$ cat src/rtl/inst_fetch_unit_pkg.sv
// Shared definitions for the fetch front end: FSM state encodings, the jump opcode
// and the default reset PC.
package inst_fetch_unit_pkg;

  localparam logic [1:0] S_IDLE  = 2'd0;
  localparam logic [1:0] S_FETCH = 2'd1;
  localparam logic [1:0] S_EXEC  = 2'd2;

  localparam logic [5:0]  OPC_J            = 6'b000010;
  localparam logic [31:0] DEFAULT_RESET_PC = 32'h0040_0000;

  function automatic logic is_jump_op(input logic [5:0] opcode);
    return opcode == OPC_J;
  endfunction

endpackage

$ cat src/rtl/inst_fetch_unit_pc_next_calc.sv
// Combinational next-PC logic: sequential, PC-relative branch and absolute jump targets.
// All arithmetic wraps modulo 2^ADDR_W.
module pc_next_calc #(
  parameter int ADDR_W = 32
) (
  input  logic [ADDR_W-1:0] pc,
  input  logic [15:0]       imm16,
  input  logic [25:0]       jidx26,
  input  logic              nPC_sel,
  input  logic              is_j,
  output logic [ADDR_W-1:0] pc_plus4,
  output logic [ADDR_W-1:0] next_pc
);

  logic [ADDR_W-1:0] br_off;

  assign pc_plus4 = pc + ADDR_W'(4);
  assign br_off   = {{(ADDR_W-18){imm16[15]}}, imm16, 2'b00};

  // A jump wins over a taken branch
  always_comb begin
    next_pc = pc_plus4;
    if (is_j) begin
      next_pc = {pc_plus4[ADDR_W-1:28], jidx26, 2'b00};
    end else if (nPC_sel) begin
      next_pc = pc_plus4 + br_off;
    end
  end

endmodule

$ cat src/rtl/inst_fetch_unit.sv
// Instruction fetch front end: PC register, req/ack fetch from imem, instruction latch.
// Optional JUMP_EN macro adds the absolute j (opcode 000010) target.
module inst_fetch_unit
  import inst_fetch_unit_pkg::*;
#(
  parameter int                ADDR_W   = 32,
  parameter logic [ADDR_W-1:0] RESET_PC = ADDR_W'(DEFAULT_RESET_PC)
) (
  input  logic              clk,
  input  logic              rst,
  output logic              imem_req,
  output logic [ADDR_W-1:0] imem_addr,
  input  logic              imem_ack,
  input  logic [31:0]       imem_rdata,
  output logic [31:0]       instr,
  output logic              instr_valid,
  input  logic              ex_done,
  input  logic              nPC_sel,
  output logic [ADDR_W-1:0] pc,
  output logic [ADDR_W-1:0] pc_plus4
);

  logic [1:0]        state_reg;
  logic [ADDR_W-1:0] pc_reg;
  logic [31:0]       instr_reg;
  logic [ADDR_W-1:0] next_pc;
  logic              is_j;

`ifdef JUMP_EN
  assign is_j = is_jump_op(instr_reg[31:26]);
`else
  assign is_j = 1'b0;
`endif

  pc_next_calc #(
    .ADDR_W(ADDR_W)
  ) u_pc_next_calc (
    .pc      (pc_reg),
    .imm16   (instr_reg[15:0]),
    .jidx26  (instr_reg[25:0]),
    .nPC_sel (nPC_sel),
    .is_j    (is_j),
    .pc_plus4(pc_plus4),
    .next_pc (next_pc)
  );

  // Outputs decode straight from state so an async reset drops the request at once
  assign imem_req    = (state_reg == S_FETCH);
  assign imem_addr   = imem_req ? pc_reg : '0;
  assign instr_valid = (state_reg == S_EXEC);
  assign instr       = instr_reg;
  assign pc          = pc_reg;

  always_ff @(posedge clk or posedge rst) begin
    if (rst) begin
      state_reg <= S_IDLE;
      pc_reg    <= RESET_PC;
      instr_reg <= '0;
    end else begin
      case (state_reg)
        S_IDLE: begin
          state_reg <= S_FETCH;
        end
        S_FETCH: begin
          if (imem_ack) begin
            instr_reg <= imem_rdata;
            state_reg <= S_EXEC;
          end
        end
        S_EXEC: begin
          if (ex_done) begin
            pc_reg    <= next_pc;
            state_reg <= S_FETCH;
          end
        end
        default: begin
          state_reg <= S_IDLE;
        end
      endcase
    end
  end

endmodule

$ cat config.mk
export PLATFORM = sky130hd
export DESIGN_NAME = inst_fetch_unit
export DESIGN_NICKNAME = d
export VERILOG_FILES = /design/src/rtl/inst_fetch_unit_pkg.sv /design/src/rtl/inst_fetch_unit_pc_next_calc.sv /design/src/rtl/inst_fetch_unit.sv
export SDC_FILE = /design/constraint.sdc
export NUM_CORES = 1
export LEC_CHECK = 0
export ABC_AREA = 1
export BUFFER_PORTS_ARGS = -buffer_cell sky130_fd_sc_hd__buf_2
export CORE_UTILIZATION = 41
export DETAILED_ROUTE_END_ITERATION = 8
export PLACE_DENSITY = 0.75
export SYNTH_ARGS = -nofsm -noshare
export SYNTH_HDL_FRONTEND = slang
export SYNTH_SLANG_ARGS = --single-unit
$ cat constraint.sdc
create_clock -name clk -period 2.4 [get_ports clk]
set_input_delay 0.72 -clock clk [delete_from_list [all_inputs] [get_ports clk]]
set_output_delay 0.72 -clock clk [all_outputs]
set_load 0.1 [all_outputs]
==> flow_metrics.env, run 1 <==
export IMPL_clockBufferDepth=2
export IMPL_seq_area_frac_synth_pct=27.0
export IMPL_grt_max_degree=35
export IMPL_postSynthCellCount=928
export IMPL_syn_area_per_cell_um2=6.39
export IMPL_io_pins=167
export IMPL_worstEpCategory="register input"
export IMPL_overflow=6
export IMPL_run_status="did not finish"
export IMPL_die_width_um=122
export IMPL_root_buffer="clkbuf_16"
export IMPL_lastStage="global routing"
export IMPL_cts_hold_buf=0
export IMPL_cts_made_buffers=9
export IMPL_async_reset_ff_share_pct=100
export IMPL_placed_area_um2=9420
export IMPL_dp_hpwl_um=17900
export IMPL_row_count=43
export IMPL_port_buffer_count=160
export IMPL_grt_total_usage_pct=68.8
export IMPL_syn_area_um2=5930
export IMPL_worstEndpointGrtRepair="pc[25]$_DFFE_PP0P_/D"
export IMPL_synth_seq_cells=64
export IMPL_place_congestion=0.992
export IMPL_htreeDepth=3
export IMPL_synthFlopType="dfrtp_1"
export IMPL_clock_sinks=64
export IMPL_ys_warn_count=0
export IMPL_synth_edf_count=0
export IMPL_start_util_pct=42.4
export IMPL_stop_error="[ERROR GRT-0232] Routing congestion too high. Check the congestion heatmap in the GUI."
export IMPL_die_h_um=122
export IMPL_synth_cell_types=39
-- cell families after synthesis --
logic type | count (synthesis) | synth area share (%)
AND/OR/NAND/NOR | 493 | 34.7
buffers and inverters | 177 | 11.8
AO/OA/AOI/OAI | 100 | 8.95
flip-flops | 64 | 27.0
adder cells (fa/ha/maj) | 37 | 7.93
multiplexers | 31 | 5.89
XOR/XNOR | 25 | 3.69
other | 1 | 0.0632
-- per-layer routing --
layer,GRT overflow,GRT usage [%]
met5,0,18.1
met4,3,66.6
met3,0,49.5
met2,2,87.8
met1,1,70.3
-- synth_stat cells (2+ instances only) --
cell type / instances / area share (%)
dfrtp_1: 63 / 27
nand2_1: 289 / 18
nor3_1: 4 / 0.34
ha_1: 36 / 7.6
buf_4: 6 / 0.76
nor2_2: 7 / 0.74
inv_1: 151 / 9.6
nand4_1: 8 / 0.84
o21ai_2: 2 / 0.30
clkbuf_1: 10 / 0.63
o22ai_1: 4 / 0.42
mux2_2: 31 / 5.9
buf_2: 7 / 0.59
nand3b_1: 2 / 0.25
nand3_1: 60 / 5.1
nor2_1: 107 / 6.8
o21bai_1: 3 / 0.38
a21oi_1: 38 / 3.2
nor2_4: 3 / 0.57
o21ai_0: 41 / 3.5
o21ai_1: 8 / 0.68
xor2_1: 24 / 3.5
nand2_2: 8 / 0.84
-- metrics by stage --
stage | worst slack (ns) | TNS [ns] | util (%) | instances
floorplan | -1.67 | -68.05 | - | 933
global placement | -0.701 | -14.32 | 67.3 | 1448
detailed placement | -0.770 | -16.63 | 67.3 | 1448
CTS | -0.489 | -18.21 | 81.0 | 1498
-- repair_timing --
item,in CTS
buffers inserted,43
resized for setup,352
endpoints found under the setup margin,78
pin swaps,106
==> run 2: changes to the inputs <==
Settings changed: CORE_UTILIZATION 41 to 26, PLACE_DENSITY 0.75 to not set, PLACE_DENSITY_LB_ADDON set to 0.15.
Clock period 2.4 ns to 3.1 ns, I/O delays scaled along.
==> run 2 against run 1 <==
Compared with the run above:
- the flow now finishes, with violations (negative setup slack)
- area after synthesis is the same
- synthesized cell count unchanged
==> flow_metrics.env, run 2 <==
export IMPL_run_status="finished with violations"
export IMPL_violations="negative setup slack"
export IMPL_multi_input_area_um2=4450
export IMPL_busiest_layer="met2"
export IMPL_clk_pin_slew_ns=0.06
export IMPL_fin_area_um2=9340
export IMPL_fin_skew_ns=0.00852
export IMPL_critPathKind="flop to output port"
export IMPL_synth_cell_types=39
export IMPL_fin_nets=1267
export IMPL_detail_route_first_pass_iterations=5
export IMPL_drive_gt1_share_pct=43.0
export IMPL_regArea_um2=1630
export IMPL_row_count=54
export IMPL_synthXorXnorAreaFrac_pct=3.69
export IMPL_final_antenna_net_count=0
export IMPL_htreeDepth=3
export IMPL_synth_simple_area_share_pct=34.7
export IMPL_area_growth_pct=57.5
export IMPL_root_buffer="clkbuf_16"
export IMPL_synth_area_leaders="dfrtp_1 27%, nand2_1 18%, inv_1 9.6%"
export IMPL_r2r_end="pc[28]"
export IMPL_die_width_um=153
export IMPL_core_region_area_um2=22100
export IMPL_grt_total_usage_pct=19.7
export IMPL_synth_seq_cells=64
export IMPL_crit_path_start="pc[2]"
export IMPL_wire_per_inst_um=15.4
export IMPL_min_path_type="flop to flop"
export IMPL_setup_tns_final_ns=-0.0184
export IMPL_largest_register_ffs=32
export IMPL_ys_warn_count=0
export IMPL_path_cells="ha_2 > nand2_2 > nor2_4 > inv_2 > nor2_4 > inv_2 > nor2_4 > xor2_4 > inv_2 > buf_4 > buf_12"
export IMPL_die_h_um=153
export IMPL_io_pins=167
export IMPL_worst_ep_arrival_time_ns=2.18
export IMPL_worstSkewPairLatency_ns=0.34
export IMPL_setup_viol=2
export IMPL_first_global_vias=6463
export IMPL_worstReg2RegStart="pc[2]"
export IMPL_yosys_area_share_adder_pct=7.93
export IMPL_grt_max_degree=65
export IMPL_final_common_cell="nand2_1"
export IMPL_synthMuxAreaShare_pct=5.89
export IMPL_start_util_pct=26.8
export IMPL_maxSlewHeadroom_pct=50.1
export IMPL_antenna_cells=0
export IMPL_clock_sinks=64
export IMPL_place_congestion=0.897
export IMPL_overflow=0
export IMPL_rsz0062_at_grt="yes"
export IMPL_endpoint="pc_plus4[16]"
export IMPL_syn_area_per_cell_um2=6.39
export IMPL_setup_slack_ns=-0.0103
export IMPL_max_clock_freq_ghz=0.322
export IMPL_placed_area_um2=8400
export IMPL_critPathMaxStageDelay_ns=0.36
export IMPL_synthFlopType="dfrtp_1"
export IMPL_grtUsageMet2_pct=31.3
export IMPL_postSynthCellCount=928
export IMPL_synth_edf_count=0
export IMPL_via_per_inst=4.51
export IMPL_yosysTopAreaCell="dfrtp_1"
export IMPL_grtUsageMet3_pct=3.12
export IMPL_cts_made_buffers=9
export IMPL_grt_pass1_wl_um=35700
export IMPL_cts_tree="built"
export IMPL_synth_top_family_by_area="simple AND/OR/NAND/NOR gates"
export IMPL_num_fill_cells=2349
export IMPL_die_area_um2=23400
export IMPL_syn_area_um2=5930
export IMPL_seq_area_frac_synth_pct=27.0
export IMPL_worst_pin_slew_ns=0.749
export IMPL_fin_crit_sh_pct=100
export IMPL_synth_top_cell_area_share_pct=26.6
export IMPL_required_ns=2.17
export IMPL_cp_slowest_cell="dfrtp_2"
export IMPL_maxCapViolCount=0
export IMPL_clockBufferDepth=2
export IMPL_yosysMostFrequentCell="nand2_1"
export IMPL_slew_viol_final=0
export IMPL_crit_path_end_kind="output port"
export IMPL_antenna_found_initial=0
export IMPL_drt_wl_total_um=22700
export IMPL_via_count=6659
export IMPL_synth_common_cells="289 x nand2_1, 151 x inv_1, 107 x nor2_1"
export IMPL_r2r_cells=20
export IMPL_synth_compound_area_share_pct=8.95
export IMPL_critPathMaxFanout=4
export IMPL_final_cell_mix="248 x nand2_1, 137 x buf_2, 136 x inv_1"
export IMPL_met1_usage_pct=27.5
export IMPL_drc=0
export IMPL_drtIter0Drc=304
export IMPL_fin_util_pct=42.3
export IMPL_hold_violations=0
export IMPL_fin_hold_ws_ns=0.500
export IMPL_reg2reg_slack_ns=0.09
export IMPL_startpoint_type="flop"
export IMPL_async_reset_ff_share_pct=100
export IMPL_port_buffer_count=160
export IMPL_dp_hpwl_um=18400
export IMPL_finalCriticalPeriod_ns=3.11
run 2: through the flow:
stage / setup slack (ns) / std cells
after floorplan: -0.972 / 933
after global placement: -0.280 / 1444
after detailed placement: -0.263 / 1444
after CTS: -0.0370 / 1463
after global routing: -0.124 / 1478
final: -0.0103 / 1478
run 2: cells by family (layout without fill, tap and decap cells):
logic type / count (synthesis) / after routing
flip-flops: 64 / 64
other: 1 / 6
adder cells (fa/ha/maj): 37 / 37
multiplexers: 31 / 31
AND/OR/NAND/NOR: 493 / 493
XOR/XNOR: 25 / 25
AO/OA/AOI/OAI: 100 / 100
buffers and inverters: 177 / 442
run 2: final cells by class:
type	count	area share (%)
clock buffers	10	2.56
clock inverters	6	0.724
inverters	153	6.51
multi-input cells	692	47.7
flip-flops and latches	64	17.4
well taps	280	3.75
repair buffers	273	21.3
run 2: how the worst min path moves through the flow:
stage / startpoint / to / slack (ns) / cells after the start
after global routing: instr[22] / instr[22] / 0.51 / 1
after detailed placement: instr[17] / instr[17] / 0.49 / 1
after floorplan: state_reg[0] / state_reg[0] / 0.48 / 1
final: instr[18] / instr[18] / 0.50 / 1
after global placement: instr[18] / instr[18] / 0.48 / 1
after CTS: instr[29] / instr[29] / 0.50 / 1
run 2: repair_timing:
action,CTS,global route
pin swaps,2,20
gates resized for setup,27,112
endpoints found under the setup margin,26,38
cloned,0,0
setup buffers,3,15
hold buffers,0,0
run 2: worst max-delay path, delay by kind of cell (launching register included):
kind                       cells  cell delay [ns]
DFF                            1             0.36
and+or+nand+nor                4             0.53
buffers and inverters          5             0.55
xor gates and xnor gates       1             0.21
adders and majority gates      1             0.18
run 2: layer usage:
metal  up-vias  share of wire [%]
met2       171                 45
met4         0                2.0
li1       3411                  -
met1      3054                 48
met5         -                  0
met3        23                5.0
Power of run 2 is not shown: default switching activity piles up to over one toggle a cycle in this logic, so the estimate is an artifact.
==> run 3: changes to the inputs <==
Settings changed: CAP_MARGIN set to 15, RECOVER_POWER set to 50.
==> run 3 against run 2 <==
Compared with the run above:
- register-to-register slack hardly changed
- setup slack got worse by 0.00071 ns
- the flow finishes with violations (max-capacitance violations, max-slew violations, negative setup slack)
- flip-flop and latch count did not move
- final cell count did not move
- count of clock-buffer cells in the layout stayed put
- critical path depth unchanged
- global-route usage did not move
- via count increased by 0.11%
==> flow_metrics.env, run 3 (synthesis results as in run 2) <==
export IMPL_run_status="finished with violations"
export IMPL_violations="max-capacitance violations, max-slew violations, negative setup slack"
export IMPL_root_buffer="clkbuf_16"
export IMPL_via_per_inst=4.51
export IMPL_finalCriticalPeriod_ns=3.11
export IMPL_cts_tree="built"
export IMPL_drt_wl_total_um=22700
export IMPL_reg2reg_slack_ns=0.09
export IMPL_cp_slowest_cell="dfrtp_2"
export IMPL_placed_area_um2=8400
export IMPL_antenna_found_initial=0
export IMPL_htreeDepth=3
export IMPL_final_common_cell="nand2_1"
export IMPL_cts_made_buffers=9
export IMPL_drc=0
export IMPL_dp_hpwl_um=18400
export IMPL_startpoint_type="flop"
export IMPL_via_count=6666
export IMPL_start_util_pct=26.8
export IMPL_regArea_um2=1630
export IMPL_wire_per_inst_um=15.4
export IMPL_grt_total_usage_pct=19.7
export IMPL_slew_viol_final=65
export IMPL_crit_path_end_kind="output port"
export IMPL_final_cell_mix="248 x nand2_1, 137 x inv_1, 122 x buf_2"
export IMPL_required_ns=2.17
export IMPL_antenna_cells=0
export IMPL_multi_input_area_um2=4450
export IMPL_critPathMaxStageDelay_ns=0.36
export IMPL_area_growth_pct=56.8
export IMPL_final_antenna_net_count=0
export IMPL_fin_area_um2=9300
export IMPL_worst_pin_slew_ns=1.73
export IMPL_rsz0062_at_grt="yes"
export IMPL_die_area_um2=23400
export IMPL_min_path_type="flop to flop"
export IMPL_maxCapViolCount=1
export IMPL_grt_pass1_wl_um=35700
export IMPL_clock_sinks=64
export IMPL_overflow=0
export IMPL_setup_slack_ns=-0.0110
export IMPL_port_buffer_count=160
export IMPL_io_pins=167
export IMPL_cts_hold_buf=0
export IMPL_crit_family="buffers and inverters"
export IMPL_fin_nets=1267
export IMPL_setup_viol=3
export IMPL_first_global_vias=6463
export IMPL_maxSlewHeadroom_pct=-15.3
export IMPL_worstSkewPairLatency_ns=0.34
export IMPL_min_from="instr[31]"
export IMPL_place_congestion=0.897
export IMPL_core_region_area_um2=22100
export IMPL_critPathMaxFanout=4
export IMPL_path_cells="ha_2 > nand2_2 > nor2_4 > inv_2 > nor2_4 > inv_2 > nor2_4 > xor2_4 > inv_2 > buf_4 > buf_12"
export IMPL_clockBufferDepth=2
export IMPL_grt_max_degree=65
export IMPL_crit_path_start="pc[2]"
export IMPL_row_count=54
export IMPL_num_fill_cells=2362
export IMPL_hold_violations=0
export IMPL_largest_register_ffs=32
export IMPL_max_clock_freq_ghz=0.321
export IMPL_critPathKind="flop to output port"
export IMPL_crit_buf_inv=5
export IMPL_fin_crit_sh_pct=100
export IMPL_detail_route_first_pass_iterations=5
export IMPL_fin_skew_ns=0.00852
export IMPL_worst_ep_arrival_time_ns=2.18
export IMPL_fin_hold_ws_ns=0.503
export IMPL_clk_pin_slew_ns=0.06
export IMPL_drtIter0Drc=307
export IMPL_worstReg2RegStart="pc[2]"
export IMPL_drive_gt1_share_pct=41.5
export IMPL_die_width_um=153
export IMPL_die_h_um=153
run 3: cell types whose count changed in the layout (fill, tap and decap cells not counted), sizes merged:
cell,previous run,this run
clkbuf,10,28
buf,273,255
run 3: worst paths after layout:
kind / to / depth (start not counted)
worst max-delay path: pc_plus4[16] / 11
worst min-delay path: instr[31] / 1
worst max register to register: pc[28] / 20
worst min register to register: instr[31] / 1
max in group asynchronous: pc[20] / 3
min in group asynchronous: instr[17] / 3
run 3: layout make-up:
class	instances	share of cell area, %
multi-input cells	692	47.9
flip-flops and latches	64	17.5
clock buffers	10	2.57
clock inverters	6	0.727
inverters	153	6.54
well taps	280	3.77
repair buffers	273	21.0
run 3: what timing repair did:
| action | in CTS | in global routing |
|---|---|---|
| pin swaps | 2 | 20 |
| resized for setup | 27 | 112 |
| endpoints found under the setup margin | 26 | 38 |
| setup buffers | 3 | 15 |
run 3: routing by layer:
metal  GRT usage [%]  share of wire [%]
met1            27.5                 48
met2            31.3                 45
met3            3.12                4.9
met4            5.58                2.2
met5               0                  0
run 3: metrics by stage:
| step | utilization [%] | setup WS [ns] | setup TNS [ns] | cells |
|---|---|---|---|---|
| global placement | 38.0 | -0.280 | -1.17 | 1444 |
| detailed placement | 38.0 | -0.263 | -1.07 | 1444 |
| CTS | 39.9 | -0.0370 | -0.0370 | 1463 |
| floorplan | - | -0.972 | -33.00 | 933 |
| global route | 42.1 | -0.124 | -1.54 | 1478 |
| finish | 42.1 | -0.0110 | -0.0199 | 1478 |
Power of run 3 is left out for the same reason.
==> run 4: changes to the inputs <==
Settings changed: BUFFER_PORTS_ARGS -buffer_cell sky130_fd_sc_hd__buf_2 to not set, CORE_MARGIN set to 5, CTS_CLUSTER_DIAMETER set to 30, DONT_BUFFER_PORTS set to 1.
==> run 4 against run 3 <==
Compared with the run above:
- the flow finishes with violations (negative setup slack)
- wire length is 1.7% higher
- setup slack worse by 0.0021 ns
- critical path depth is 1 higher
- hold slack better by 0.027 ns
- final cell count is 5.7% lower
- clock skew is 0.0023 ns higher
- first-iteration DRC count is 2.9% lower
- die area is 11% higher
- fmax hardly changed
- non-clock buffer count is 89 lower
- register-to-register slack hardly changed
==> flow_metrics.env, run 4 (synthesis results as in run 2) <==
export IMPL_worst_ep_arrival_time_ns=2.18
export IMPL_cp_common_cell="buf_6"
export IMPL_die_h_um=161
export IMPL_finalCriticalPeriod_ns=3.11
export IMPL_critPathMaxStageDelay_ns=0.42
export IMPL_hold_violations=0
export IMPL_start_util_pct=26.3
export IMPL_worst_pin_slew_ns=1.24
export IMPL_final_antenna_net_count=0
export IMPL_clk_pin_slew_ns=0.07
export IMPL_maxCapViolCount=0
export IMPL_worstReg2RegStart="pc[2]"
export IMPL_critPathKind="flop to output port"
export IMPL_wire_per_inst_um=16.6
export IMPL_min_path_type="flop to flop"
export IMPL_path_cells="ha_4 > nand2_4 > nor2_4 > buf_6 > nand3_4 > nor2_4 > buf_6 > nand3_4 > nand2_4 > clkinvlp_4 > buf_6 > buf_12"
export IMPL_startpoint_type="flop"
export IMPL_root_buffer="clkbuf_16"
export IMPL_final_cells=1394
export IMPL_via_count=6278
export IMPL_cts_hold_buf=0
export IMPL_cp_slowest_cell="dfrtp_2"
export IMPL_io_pins=167
export IMPL_clockBufferDepth=2
export IMPL_required_ns=2.17
export IMPL_setup_viol=1
export IMPL_drt_wl_total_um=23100
export IMPL_clock_sinks=64
export IMPL_antenna_found_initial=0
export IMPL_max_clock_freq_ghz=0.321
export IMPL_die_width_um=161
export IMPL_final_common_cell="nand2_1"
export IMPL_drc=0
export IMPL_fin_nets=1178
export IMPL_grt_max_degree=41
export IMPL_setup_slack_ns=-0.0131
export IMPL_grt_total_usage_pct=17.5
export IMPL_area_growth_pct=58.6
export IMPL_critPathMaxFanout=4
export IMPL_crit_path_start="pc[2]"
export IMPL_run_status="finished with violations"
export IMPL_final_cell_mix="254 x nand2_1, 137 x inv_1, 116 x buf_4"
export IMPL_dp_cells=1361
export IMPL_core_region_area_um2=22600
export IMPL_cts_tree="built"
export IMPL_slew_viol_final=0
export IMPL_htreeDepth=3
export IMPL_rsz0062_at_grt="yes"
export IMPL_drive_gt1_share_pct=38.2
export IMPL_largest_register_ffs=32
export IMPL_crit_buf_inv=5
export IMPL_port_buffer_count=0
export IMPL_fin_skew_ns=0.0108
export IMPL_detail_route_first_pass_iterations=5
export IMPL_crit_path_end_kind="output port"
export IMPL_grt_pass1_wl_um=35700
export IMPL_die_area_um2=25900
export IMPL_crit_family="buffers and inverters"
export IMPL_dp_hpwl_um=18900
export IMPL_first_global_vias=6296
export IMPL_cts_made_buffers=9
export IMPL_fin_hold_ws_ns=0.530
export IMPL_place_congestion=0.919
export IMPL_row_count=55
export IMPL_worstSkewPairLatency_ns=0.34
export IMPL_min_from="pc[25]"
export IMPL_fin_crit_sh_pct=100
export IMPL_maxSlewHeadroom_pct=17.6
export IMPL_overflow=0
export IMPL_antenna_cells=0
export IMPL_via_per_inst=4.50
export IMPL_violations="negative setup slack"
export IMPL_drtIter0Drc=298
run 4: cell count changes in the layout (fill, tap and decap cells not counted), sizes merged:
cell / previous run / this run
inv: 144 / 146
buf: 255 / 170
clkbuf: 28 / 23
bufinv: 1 / 3
clkinv: 3 / 2
clkinvlp: 11 / 9
run 4: timing repair:
action                                  in CTS  in global routing
buffers inserted                             3                 14
endpoints found under the setup margin      25                 38
pin swaps                                    2                 25
gates resized for setup                     29                131
run 4: metal layers:
metal | track usage, % | vias to the layer above | part of all wire [%]
met5 | 0 | - | 0
met4 | 3.92 | 0 | 2.0
met3 | 3.78 | 21 | 5.5
met2 | 27.2 | 151 | 44
met1 | 24.9 | 2878 | 48
li1 | - | 3228 | -
run 4: worst paths after layout:
check / endpoint / slack, ns / depth (start not counted)
max reg2reg: pc[29] / 0.08 / 22
max in group asynchronous: pc[19] / 0.65 / 2
min reg2reg: pc[25] / 0.53 / 2
max: pc_plus4[18] / -0.01 / 12
min: pc[25] / 0.53 / 2
min in group asynchronous: instr[31] / 0.70 / 1
run 4: stage by stage:
stage	utilization [%]	area [um2]	TNS (ns)	worst slack, ns
final	41.7	9410	-0.0131	-0.0131
after global routing	41.7	9410	-0.393	-0.0940
after CTS	38.9	8780	0	0.00358
after detailed placement	36.8	8300	-1.84	-0.269
after global placement	36.8	8300	-1.73	-0.223
after floorplan	-	6410	-33.00	-0.972
run 4: final cells by class:
type | instances | area, um2
clock buffers | 9 | 225
clock inverters | 7 | 125
fillers | 2319 | 13200
inverters | 153 | 608
multi-input cells | 692 | 4590
flip-flops and latches | 64 | 1630
well taps | 285 | 357
repair buffers | 184 | 1870
run 4: tightest hold or removal path, stage by stage (launching register included):
cell and delay (ns):
dfrtp_2 0.39, nand2_1 0.06, nand2_1 0.06
Power of run 4 is left out for the same reason.
